`src/rtl/div_iter.sv`:
```
// Iterative restoring divider, signed or unsigned, retiring BITS_PER_CYCLE
// quotient bits per cycle.
// Ports:
//   clk, rst        clock (rising edge), asynchronous active-low reset
//   start_i         request; held high until the result has been taken
//   annul_i         abort an operation that is in flight
//   signed_div_i    1 = two's-complement divide, 0 = unsigned
//   opdata1_i/2_i   dividend / divisor, sampled only on the accept edge
//   result_o        {remainder, quotient}, non-zero only while ready_o=1
//   ready_o         result valid
//   busy_o          operation in progress
//   div_by_zero_o   divisor was zero (qualified by ready_o)
module div_iter #(
   parameter int unsigned WIDTH          = 32,
   parameter int unsigned BITS_PER_CYCLE = 1
) (
   input  logic                 clk,
   input  logic                 rst,
   input  logic                 start_i,
   input  logic                 annul_i,
   input  logic                 signed_div_i,
   input  logic [WIDTH-1:0]     opdata1_i,
   input  logic [WIDTH-1:0]     opdata2_i,
   output logic [2*WIDTH-1:0]   result_o,
   output logic                 ready_o,
   output logic                 busy_o,
   output logic                 div_by_zero_o
);

   localparam int unsigned N     = WIDTH / BITS_PER_CYCLE;
   localparam int unsigned CNT_W = $clog2(N) + 1;
   localparam int unsigned REM_W = 2 * WIDTH + 1;

   typedef enum logic [1:0] {IDLE, BYZERO, RUN, DONE} state_t;

   state_t               state, state_nxt;
   logic [REM_W-1:0]     rem, rem_nxt, rem_step;
   logic [WIDTH-1:0]     divisor, divisor_nxt;
   logic [CNT_W-1:0]     cnt, cnt_nxt;
   logic                 neg_q, neg_q_nxt, neg_r, neg_r_nxt;
   logic [2*WIDTH-1:0]   result_nxt;
   logic                 ready_nxt, busy_nxt, dbz_nxt;
   logic [WIDTH-1:0]     mag1, mag2, q_fin, r_fin;

   // Operand magnitudes; negating MIN_INT yields 2^(WIDTH-1), which is the correct magnitude
   always_comb begin
      mag1 = (signed_div_i && opdata1_i[WIDTH-1]) ? (~opdata1_i + WIDTH'(1)) : opdata1_i;
      mag2 = (signed_div_i && opdata2_i[WIDTH-1]) ? (~opdata2_i + WIDTH'(1)) : opdata2_i;
   end

   // BITS_PER_CYCLE restoring shift-subtract steps on the upper WIDTH+1 bits
   always_comb begin
      rem_step = rem;
      for (int unsigned i = 0; i < BITS_PER_CYCLE; i++) begin
         rem_step = rem_step << 1;
         if (rem_step[REM_W-1:WIDTH] >= {1'b0, divisor}) begin
            rem_step[REM_W-1:WIDTH] = rem_step[REM_W-1:WIDTH] - {1'b0, divisor};
            rem_step[0]             = 1'b1;
         end
      end
   end

   // Sign fix-up of the final step: quotient by sign mismatch, remainder follows dividend
   always_comb begin
      q_fin = rem_step[WIDTH-1:0];
      r_fin = rem_step[2*WIDTH-1:WIDTH];
      if (neg_q) q_fin = ~q_fin + WIDTH'(1);
      if (neg_r) r_fin = ~r_fin + WIDTH'(1);
   end

   // Next-state and next-output logic
   always_comb begin
      state_nxt   = state;
      rem_nxt     = rem;
      divisor_nxt = divisor;
      cnt_nxt     = cnt;
      neg_q_nxt   = neg_q;
      neg_r_nxt   = neg_r;
      result_nxt  = '0;
      dbz_nxt     = 1'b0;
      case (state)
         IDLE: begin
            if (start_i && !annul_i) begin
               rem_nxt     = {{(WIDTH+1){1'b0}}, mag1};
               divisor_nxt = mag2;
               cnt_nxt     = '0;
               neg_q_nxt   = signed_div_i && (opdata1_i[WIDTH-1] ^ opdata2_i[WIDTH-1]);
               neg_r_nxt   = signed_div_i && opdata1_i[WIDTH-1];
               state_nxt   = (opdata2_i == '0) ? BYZERO : RUN;
            end
         end
         BYZERO: begin
            if (annul_i) begin
               state_nxt = IDLE;
            end else begin
               state_nxt = DONE;
               dbz_nxt   = 1'b1;
            end
         end
         RUN: begin
            if (annul_i) begin
               state_nxt = IDLE;
            end else begin
               rem_nxt = rem_step;
               cnt_nxt = cnt + CNT_W'(1);
               if (cnt == CNT_W'(N - 1)) begin
                  state_nxt  = DONE;
                  result_nxt = {r_fin, q_fin};
               end
            end
         end
         DONE: begin
            if (start_i) begin
               result_nxt = result_o;
               dbz_nxt    = div_by_zero_o;
            end else begin
               state_nxt = IDLE;
            end
         end
         default: state_nxt = IDLE;
      endcase
      ready_nxt = (state_nxt == DONE);
      busy_nxt  = (state_nxt == BYZERO) || (state_nxt == RUN);
   end

   // State, datapath and registered outputs
   always_ff @(posedge clk or negedge rst) begin
      if (!rst) begin
         state         <= IDLE;
         rem           <= '0;
         divisor       <= '0;
         cnt           <= '0;
         neg_q         <= 1'b0;
         neg_r         <= 1'b0;
         result_o      <= '0;
         ready_o       <= 1'b0;
         busy_o        <= 1'b0;
         div_by_zero_o <= 1'b0;
      end else begin
         state         <= state_nxt;
         rem           <= rem_nxt;
         divisor       <= divisor_nxt;
         cnt           <= cnt_nxt;
         neg_q         <= neg_q_nxt;
         neg_r         <= neg_r_nxt;
         result_o      <= result_nxt;
         ready_o       <= ready_nxt;
         busy_o        <= busy_nxt;
         div_by_zero_o <= dbz_nxt;
      end
   end

endmodule
```
`config.mk`:
```
export PLATFORM = sky130hd
export DESIGN_NAME = div_iter
export DESIGN_NICKNAME = d
export VERILOG_FILES = /design/src/rtl/div_iter.sv
export SDC_FILE = /design/constraint.sdc
export NUM_CORES = 1
export LEC_CHECK = 0
export CORE_MARGIN = 3
export CORE_UTILIZATION = 50
export CTS_CLUSTER_SIZE = 10
export DETAILED_ROUTE_END_ITERATION = 8
export GPL_ROUTABILITY_DRIVEN = 1
export PLACE_DENSITY = 0.72
export REMOVE_ABC_BUFFERS = 1
export SYNTH_ARGS = -nofsm -noshare
export SYNTH_HDL_FRONTEND = slang
export SYNTH_SLANG_ARGS = --single-unit
```
`constraint.sdc`:
```
create_clock -name clk -period 5.1 [get_ports clk]
set_input_delay 1.02 -clock clk [delete_from_list [all_inputs] [get_ports clk]]
set_output_delay 1.02 -clock clk [all_outputs]
set_load 0.05 [all_outputs]
```
==> out/qor.yml <==
status: "finished clean"
start_util_pct: 51.68
drtAntennaViolNets: 0
ys_seq_area_share_pct: 36.44
worstHoldPathType: "reg -> reg"
synthMuxAreaShare_pct: 1.949
synth-compound-area-share_pct: 22.51
rows: 55
power_density_nw_per_um2: 297.1
maxSlewViolCount: 0
dp_hpwl_um: 25240
synth_edf_count: 0
h-tree-depth: 4
routed_wirelength_um: 34310
crit_required_ns: 5.40
maxSlewHeadroom_pct: 22.70
dp.cells: 1864
dieArea_um2: 25640
synth_seq_cells: 173
placed_area_um2: 13500
numCtsBuffers: 17
antenna_found_initial: 2
layout-drive-gt1-share_pct: 5.622
pin_count: 136
fin_worst_skew_ns: 0.01403
diodes: 0
post-route-period-util_pct: 90.42
synth_simple_gate_area_share_pct: 21.00
clockBufferDepth: 2
cp.arrival_ns: 4.91
synth-xor-area-share_pct: 9.732
yosysTopAreaCell: "dfrtp_1"
synth_area_um2: 11880
cts_root_buf: "clkbuf_16"
ys.flop_type: "dfrtp_1"
grt_max_degree: 93
die_h_um: 160.1
hold_violations: 0
insertion_delay_ns: 0.44
clock-sinks: 173
num_vias: 11010
syn_to_final_growth_pct: 18.80
synthTopCellsByArea: "dfrtp_1, o21ai_0, nand2_1"
final_area_um2: 14110
critical_path_class: "reg -> reg"
power_w: 0.004193
cts_resized: 0
fin_cells: 1896
drcViolationCount: 0
grt_pass1_wl_um: 55770
avgViaCountPerCell: 5.809
path_clk_slew_ns: 0.08
fmax_mhz: 216.9
cts_tree: "built"
drt_first_iter_violations: 849
drt_pre_antenna_iters: 6
syn_inst: 1475
crit_path_start_kind: "register"
synth-adder-area-share_pct: 4.171
irDropWorstVdd_uv: 167.2
finalSetupViolCount: 0
wire_per_inst_um: 18.09
yosysMostFrequentCell: "nand2_1"
cap_violations: 0
leakage_nw: 5.908
grt_util_all_layers_pct: 26.67
ys_types: 81
fp.coreArea_um2: 22980
gp_congestion: 0.9654
fin_crit_ns: 4.611
endpoint_kind: "register"
nets: 1678
hold_buffers: 0
yosys_warnings: 0
async_flop_share_pct: 100.0
overflow: 0
yosysTopAreaCellShare_pct: 36.44
rsz0062_at_grt: "false"
syn_area_per_cell_um2: 8.053
port_buffers: 135
worst_pin_slew_ns: 1.157
post_cts_buffers: 0
num-fill-cells: 2124
path_max_fanout: 7
die_x_um: 160.1
grt_pass1_vias: 10550
netlist_top_cells_count: "nand2_1, o21ai_0, dfrtp_1, a21oi_1, nor2_1"
synth_top_family_by_area: "compound AO/OA/AOI/OAI gates"
-- critical path, stage by stage, from the launching register on --
cell and delay, ns:
dfrtp_1 0.43, ha_1 0.42, a21oi_1 0.10, o21ai_0 0.53, o21bai_1 0.22, a31o_2 0.27
nand3_2 0.15, inv_2 0.09, mux2i_1 0.24, ha_1 0.33, nand2_1 0.09, or4_4 0.56
o31a_1 0.35, o41ai_1 0.45, xor2_1 0.18, o21ai_1 0.07
-- report_power, final --
part	total, W	internal, W	switching (W)	leakage, nW
sequential	0.00162	0.00149	0.000137	2.31
clock	0.00139	0.000710	0.000676	0.299
combinational	0.00118	0.000460	0.000724	3.30
-- cell families after synthesis --
| logic type | Yosys count |
|---|---|
| AOI/OAI and AO/OA | 454 |
| xor gates and xnor gates | 132 |
| adders and majority gates | 39 |
| buffers and inverters | 126 |
| DFF | 173 |
| muxes | 23 |
| and+or+nand+nor | 528 |
-- final cells by class --
type / count / area, um2 / area share [%]
multi-input cells: 1176 / 7077 / 50.15
clock inverters: 15 / 185.2 / 1.312
clock buffers: 17 / 425.4 / 3.014
well taps: 313 / 391.6 / 2.775
inverters: 47 / 176.4 / 1.250
repair buffers: 155 / 1528 / 10.83
flip-flops and latches: 173 / 4329 / 30.68
-- layer usage --
| metal | GRT usage [%] | part of all wire (%) | vias up |
|---|---|---|---|
| li1 | - | - | 5444 |
| met2 | 44.27 | 47 | 293 |
| met4 | 5.483 | 1.2 | 4 |
| met1 | 36.41 | 46 | 5241 |
| met5 | 0 | 0.067 | - |
| met3 | 5.318 | 6.0 | 32 |
-- path summary, 6_finish.rpt --
path                              start           end  slack (ns)  cells after the start
max                             rem[57]  result_o[62]        0.49                     15
max in group asynchronous           rst        cnt[0]        3.48                      2
min in group asynchronous           rst  result_o[46]        0.63                      1
min reg2reg                result_o[42]  result_o[42]        0.48                      2
min                        result_o[42]  result_o[42]        0.48                      2
max reg2reg                     rem[57]  result_o[62]        0.49                     15
-- per-stage QoR --
stage	util [%]	hold WS, ns	TNS, ns	setup slack (ns)
CTS	61.40	0.4848	0	0.5527
global placement	58.74	0.4601	0	0.6146
detailed placement	58.74	0.4690	0	0.5955
global route	61.40	0.5050	0	0.2762
floorplan	-	0.4498	-24.29	-0.6629
finish	61.40	0.4768	0	0.4887
-- cells in the final DEF, fill, tap and decap left out, drive strengths merged, types with 17 or more instances in the layout --
master / n
clkdlybuf4s50: 134
dfrtp: 173
mux2i: 22
nor3: 30
or3: 24
xnor2: 53
o21ai: 239
xor2: 79
clkbuf: 17
o31ai: 23
nor2: 84
inv: 56
a21oi: 104
ha: 38
nand3: 60
buf: 21
nand2: 226
-- flip-flops by register name, summed over array words and instances (netlist names) --
register / count
divisor: 32
rem: 64
result_o: 64
div_by_zero_o: 1
cnt: 6
ready_o: 1
neg_r: 1
state: 2
busy_o: 1
neg_q: 1
Note: power is estimated with default switching activity, not from simulation.
